<file path="src/rtl/wired_net_resolver.sv">
// wired_net_resolver: clocked model of a multi-driven 4-state net.
// Each bit is resolved independently from NDRV driver codes under
// wire/tri, triand or trior rules, optionally with trireg charge retention
// that decays to x after DECAY consecutive undriven cycles.
// Code per bit: 00=0, 01=1, 10=z, 11=x.

// Per-bit resolver: combinational resolution plus the registered net/charge state.
module wired_net_resolver_bit #(
    parameter int NDRV   = 4,
    parameter int MODE   = 0,
    parameter int TRIREG = 0,
    parameter int DECAY  = 15
) (
    input  logic                 clk,
    input  logic                 rst,
    input  logic [NDRV-1:0][1:0] codes,
    output logic [1:0]           net_q,
    output logic                 held_q,
    output logic                 decay_q,
    output logic                 conflict
);
    localparam logic [1:0] C_0 = 2'b00;
    localparam logic [1:0] C_1 = 2'b01;
    localparam logic [1:0] C_Z = 2'b10;
    localparam logic [1:0] C_X = 2'b11;

    localparam int         CW           = (DECAY < 1) ? 1 : $clog2(DECAY + 1);
    localparam logic [CW-1:0] DECAY_C   = CW'(DECAY);
    localparam bit         HOLD_FOREVER = (DECAY == 0);
    localparam logic [1:0] RST_CODE     = (TRIREG != 0) ? C_X : C_Z;

    logic has0, has1, hasx;
    logic [1:0] res;

    // Summarise which driver values are present on this bit; z drivers contribute nothing.
    always_comb begin
        has0 = 1'b0;
        has1 = 1'b0;
        hasx = 1'b0;
        for (int d = 0; d < NDRV; d++) begin
            has0 = has0 | (codes[d] == C_0);
            has1 = has1 | (codes[d] == C_1);
            hasx = hasx | (codes[d] == C_X);
        end
    end

    // Net-kind resolution; with no non-z driver every kind yields z.
    always_comb begin
        res = C_Z;
        case (MODE)
            1: begin
                if (has0)      res = C_0;
                else if (hasx) res = C_X;
                else if (has1) res = C_1;
            end
            2: begin
                if (has1)      res = C_1;
                else if (hasx) res = C_X;
                else if (has0) res = C_0;
            end
            default: begin
                if (hasx || (has0 && has1)) res = C_X;
                else if (has0)              res = C_0;
                else if (has1)              res = C_1;
            end
        endcase
    end

    assign conflict = (MODE == 0) && has0 && has1;

    if (TRIREG != 0) begin : g_trireg
        logic [1:0]    stored;
        logic [CW-1:0] cnt;

        // Charge retention: a driven value recharges the node, z holds it until the decay limit.
        always_ff @(posedge clk or posedge rst) begin
            if (rst) begin
                stored  <= C_X;
                cnt     <= '0;
                net_q   <= RST_CODE;
                held_q  <= 1'b0;
                decay_q <= 1'b0;
            end else if (res != C_Z) begin
                stored  <= res;
                cnt     <= '0;
                net_q   <= res;
                held_q  <= 1'b0;
                decay_q <= 1'b0;
            end else if (!stored[1]) begin
                // cnt never exceeds DECAY, so "!=" is the "<" test without a constant compare
                if (HOLD_FOREVER || (cnt != DECAY_C)) begin
                    net_q   <= stored;
                    held_q  <= 1'b1;
                    decay_q <= 1'b0;
                    if (!HOLD_FOREVER) cnt <= cnt + 1'b1;
                end else begin
                    stored  <= C_X;
                    cnt     <= '0;
                    net_q   <= C_X;
                    held_q  <= 1'b0;
                    decay_q <= 1'b1;
                end
            end else begin
                net_q   <= C_X;
                held_q  <= 1'b0;
                decay_q <= 1'b0;
            end
        end
    end else begin : g_plain
        // Plain net: register the resolved value, no retention.
        always_ff @(posedge clk or posedge rst) begin
            if (rst) net_q <= RST_CODE;
            else     net_q <= res;
        end
        assign held_q  = 1'b0;
        assign decay_q = 1'b0;
    end
endmodule

// Top: slices the flat driver bus per bit, instantiates one resolver per bit,
// and tracks the registered conflict flag with a saturating cycle counter.
module wired_net_resolver #(
    parameter int WIDTH  = 8,
    parameter int NDRV   = 4,
    parameter int MODE   = 0,
    parameter int TRIREG = 0,
    parameter int DECAY  = 15
) (
    input  logic                    clk,
    input  logic                    rst,
    input  logic [NDRV*WIDTH*2-1:0] drv,
    output logic [WIDTH*2-1:0]      net_q,
    output logic [WIDTH-1:0]        held_q,
    output logic [WIDTH-1:0]        decay_q,
    output logic                    conflict_q,
    output logic [15:0]             conflict_cnt
);
    if ((MODE < 0) || (MODE > 2)) begin : g_bad_mode
        $error("wired_net_resolver: MODE must be 0, 1 or 2");
    end

    logic [WIDTH-1:0] conflict_bits;

    for (genvar i = 0; i < WIDTH; i++) begin : g_bit
        logic [NDRV-1:0][1:0] codes;
        for (genvar d = 0; d < NDRV; d++) begin : g_drv
            assign codes[d] = drv[(d*WIDTH+i)*2 +: 2];
        end

        wired_net_resolver_bit #(
            .NDRV   (NDRV),
            .MODE   (MODE),
            .TRIREG (TRIREG),
            .DECAY  (DECAY)
        ) u_bit (
            .clk      (clk),
            .rst      (rst),
            .codes    (codes),
            .net_q    (net_q[i*2 +: 2]),
            .held_q   (held_q[i]),
            .decay_q  (decay_q[i]),
            .conflict (conflict_bits[i])
        );
    end

    // Register the any-bit conflict and count cycles where the registered flag is set.
    always_ff @(posedge clk or posedge rst) begin
        if (rst) begin
            conflict_q   <= 1'b0;
            conflict_cnt <= '0;
        end else begin
            conflict_q <= |conflict_bits;
            if (conflict_q && (conflict_cnt != 16'hFFFF))
                conflict_cnt <= conflict_cnt + 16'd1;
        end
    end
endmodule

</file>
<file path="config.mk">
export PLATFORM = sky130hd
export DESIGN_NAME = wired_net_resolver
export DESIGN_NICKNAME = d
export VERILOG_FILES = /design/src/rtl/wired_net_resolver.sv
export SDC_FILE = /design/constraint.sdc
export NUM_CORES = 1
export LEC_CHECK = 0
export CELL_PAD_IN_SITES_DETAIL_PLACEMENT = 0
export CELL_PAD_IN_SITES_GLOBAL_PLACEMENT = 1
export CORE_ASPECT_RATIO = 0.7
export CORE_MARGIN = 2
export CORE_UTILIZATION = 26
export CTS_CLUSTER_SIZE = 12
export DETAILED_ROUTE_END_ITERATION = 10
export PLACE_DENSITY_LB_ADDON = 0.1
export SYNTH_ARGS = -nofsm -noshare
export SYNTH_HDL_FRONTEND = slang
export SYNTH_SLANG_ARGS = --single-unit
export TNS_END_PERCENT = 20
</file>
<file path="constraint.sdc">
create_clock -name clk -period 1.5 [get_ports clk]
set_input_delay 0.15 -clock clk [delete_from_list [all_inputs] [get_ports clk]]
set_output_delay 0.15 -clock clk [all_outputs]
set_load 0.01 [all_outputs]
</file>
==> insert_results.sql <==
INSERT INTO impl_metrics (metric_group, metric, value, unit) VALUES
('synth', 'netlist.top_cell.by_area', 'sky130_fd_sc_hd__dfrtp_1', ''),
('detailed_routing', 'routed_wl_per_cell', '12.1', 'µm'),
('cts', 'clkLatencyLatePin', '0.27', 'ns'),
('synth', 'synth.top_cells.by_area', 'sky130_fd_sc_hd__dfrtp_1, sky130_fd_sc_hd__dfstp_2, sky130_fd_sc_hd__nor2b_1, sky130_fd_sc_hd__buf_4, sky130_fd_sc_hd__xnor2_1', ''),
('cts', 'htree_num_levels', '2', ''),
('outcome', 'violations', 'negative setup slack', ''),
('synth', 'post_synth_instance_area', '2210', 'µm²'),
('global_route', 'grt_antenna_before_repair', '0', ''),
('pwr', 'tot_pwr', '3690', 'µW'),
('floorplan', 'row_count', '28', ''),
('synth', 'syn-mean-instance-area', '9.27', 'µm²'),
('worst_setup_path', 'rr_startpoint', 'conflict_cnt[1]$_DFFE_PP0P_', ''),
('cts', 'numCtsBuffers', '5', ''),
('global_route', 'globalRouteTotalUtil', '14.6', '%'),
('final_layout', 'layout-drive-gt1-share', '28.1', '%'),
('global_route', 'grt_start_max_net_pins', '34', ''),
('synth', 'sequential_cell_area_fraction_in_the_yosys_report', '37.9', '%'),
('synth', 'synth_cell_types', '47', ''),
('cts', 'clock_path_buffers', '2', ''),
('synth', 'synth_seq_cells', '33', ''),
('job', 'max-cap-violations', '0', ''),
('place', 'hpwl', '5580', 'µm'),
('worst_setup_path', 'max_stage_delay', '0.49', 'ns'),
('synth', 'synthArstFlopShare', '100', '%'),
('worst_setup_path', 'critPathMaxFanout', '3', ''),
('global_route', 'overflow', '0', ''),
('timing', 'worst_skew', '0.00397', 'ns'),
('cts', 'cts.root.buffer_cell', 'sky130_fd_sc_hd__clkbuf_16', ''),
('cts', 'clock_sink_count', '33', ''),
('worst_setup_path', 'critical_path.startpoint_type', 'flip-flop', ''),
('detailed_routing', 'num_vias', '2527', ''),
('final_layout', 'final_common_cell', 'sky130_fd_sc_hd__buf_4', ''),
('place', 'preCtsSetupSlack', '-0.536', 'ns'),
('pwr', 'p_leak', '0.00183', 'µW'),
('timing', 'final_max_slew_viol_count', '0', ''),
('detailed_routing', 'initial_drc_count', '95', ''),
('pwr', 'power_density', '882', 'nW/µm²'),
('synth', 'syn-instance-count', '238', ''),
('floorplan', 'fp.dieArea', '9250', 'µm²'),
('place', 'io_buffer_count', '98', ''),
('timing', 'timing_hold_violations_final', '0', ''),
('cts', 'tritoncts_clock_tree', 'yes', ''),
('timing', 'fmax', '616', 'MHz'),
('timing', 'setup_viol', '7', ''),
('outcome', 'result_of_the_run', 'finished with violations', ''),
('cts', 'clk_transition_reported_paths', '0.05', 'ns'),
('detailed_routing', 'detail_route.drc_violations', '0', ''),
('timing', 'rsz_0062_raised_after_global_routing', 'true', ''),
('detailed_routing', 'antenna_left', '0', ''),
('timing', 'worst_hold_slack', '0.226', 'ns'),
('global_route', 'wire_length_of_the_first_global_routing_pass', '10900', 'µm'),
('worst_setup_path', 'critPathRequiredTime', '1.66', 'ns'),
('timing', 'final.setup.worst_slack', '-0.124', 'ns'),
('detailed_routing', 'route.detailed.vias_per_inst', '4.65', ''),
('floorplan', 'coreArea', '8340', 'µm²'),
('floorplan', 'vertical_extent_of_the_die', '81.1', 'µm'),
('worst_hold_path', 'holdCritPathClass', 'in2async', ''),
('timing', 'post-route-period-util', '108', '%'),
('synth', 'synth_edf_count', '0', ''),
('detailed_routing', 'length_of_the_first_detailed_routing_pass_in_iterations', '5', ''),
('final_layout', 'final_cell_mix', 'sky130_fd_sc_hd__buf_4, sky130_fd_sc_hd__clkdlybuf4s50_1, sky130_fd_sc_hd__nor2b_1', ''),
('worst_setup_path', 'critical_path.reg2reg.endpoint', 'conflict_cnt[8]$_DFFE_PP0P_', ''),
('place', 'globalplace.congestion', '0.800', ''),
('worst_setup_path', 'worst_r2r_path_depth', '5', ''),
('final_layout', 'layout_area_growth_over_synthesis', '89.4', '%'),
('final_layout', 'antenna_cells', '0', ''),
('pwr', 'vdd_ir_drop_max', '0.324', 'mV'),
('synth', 'ys_warn_count', '0', ''),
('floorplan', 'chipWidth', '114', 'µm'),
('detailed_routing', 'postRouteWirelength', '6560', 'µm'),
('worst_setup_path', 'worstSetupPathType', 'reg2reg', '');
critical path, delay by kind of cell, from the launching register on:
kind / cells / cell delay (ns)
AND/OR/NAND/NOR: 2 / 0.64
flip-flops: 1 / 0.35
buffers and inverters: 1 / 0.19
adder cells (fa/ha/maj): 1 / 0.19
XOR/XNOR: 1 / 0.14
synthesized netlist by cell type (5+ instances only):
master                      n
sky130_fd_sc_hd__a222oi_1   7
sky130_fd_sc_hd__and3_1     7
sky130_fd_sc_hd__buf_4     16
sky130_fd_sc_hd__dfrtp_1   25
sky130_fd_sc_hd__dfstp_2    8
sky130_fd_sc_hd__inv_1      6
sky130_fd_sc_hd__nand2_1   12
sky130_fd_sc_hd__nand3_1    8
sky130_fd_sc_hd__nand3b_1   5
sky130_fd_sc_hd__nor2_1    17
sky130_fd_sc_hd__nor2b_1   30
sky130_fd_sc_hd__nor3_1    10
sky130_fd_sc_hd__o21ai_0    7
sky130_fd_sc_hd__o22ai_1   10
sky130_fd_sc_hd__o32ai_1    5
sky130_fd_sc_hd__or4_1      8
sky130_fd_sc_hd__xnor2_1   12
registers in the layout, indices dropped and copies added (netlist names):
signal             cells
conflict_cnt          16
g_bit.u_bit.net_q     16
conflict_q             1
power by group:
group | internal (µW) | leakage, µW | total, µW | switching, µW
clock network | 661 | 0.0000712 | 1010 | 353
logic | 923 | 0.00139 | 1570 | 644
registers | 1040 | 0.000373 | 1100 | 64.9
repair_timing:
action,CTS,global route
cloned,0,0
pin swaps,3,4
hold endpoints to repair,0,0
resized for setup,8,14
setup buffers,0,1
hold buffers,0,0
setup endpoints to repair,13,24
metrics by stage:
step	cell area (µm²)	std cells	util [%]	setup TNS (ns)
floorplan	2260	253	-	-0.712
detailed placement	3970	534	47.7	-1.99
global route	4180	543	50.1	-1.25
global placement	3970	534	47.7	-1.80
CTS	4130	542	49.5	-0.450
finish	4180	543	50.1	-0.306
worst max path at each step:
| stage | startpoint | to | slack [ns] | cells after the start |
|---|---|---|---|---|
| CTS | conflict_cnt[0]$_DFFE_PP0P_ | conflict_cnt[8]$_DFFE_PP0P_ | -0.11 | 5 |
| floorplan | conflict_cnt[0]$_DFFE_PP0P_ | conflict_cnt[1]$_DFFE_PP0P_ | -0.15 | 5 |
| global placement | drv[24] | conflict_q$_DFF_PP0_ | -0.54 | 6 |
| finish | conflict_cnt[1]$_DFFE_PP0P_ | conflict_cnt[8]$_DFFE_PP0P_ | -0.12 | 5 |
| global route | conflict_cnt[0]$_DFFE_PP0P_ | conflict_cnt[8]$_DFFE_PP0P_ | -0.18 | 5 |
| detailed placement | drv[24] | conflict_q$_DFF_PP0_ | -0.54 | 6 |
routing by layer:
layer / share of wire, % / global-route usage, % / up-vias
met2: 42 / 22.3 / 95
met4: 1.0 / 2.68 / 0
met3: 7.9 / 4.78 / 6
li1: - / - / 1278
met5: 0 / 0 / -
met1: 49 / 20.4 / 1148
cell type report:
| cell class | count | area (µm²) |
|---|---|---|
| Multi-Input combinational cell | 198 | 1320 |
| Sequential cell | 33 | 836 |
| Fill cell | 796 | 4160 |
| Inverter | 6 | 22.5 |
| Tap cell | 105 | 131 |
| Clock buffer | 8 | 146 |
| Timing Repair Buffer | 193 | 1720 |
cell families (layout without fill, tap and decap cells):
kind of cell               Yosys count  after routing  share of synthesized area, %
buffers and inverters               22            207                          6.46
other                                1             16                         0.170
xor gates and xnor gates            15             15                          5.95
muxes                                2              2                         0.964
AOI/OAI and AO/OA                   50             50                          17.5
adders and majority gates            1              1                         0.567
DFF                                 33             33                          37.9
and+or+nand+nor                    114            114                          30.5
Note: power is estimated with default switching activity, not from simulation.
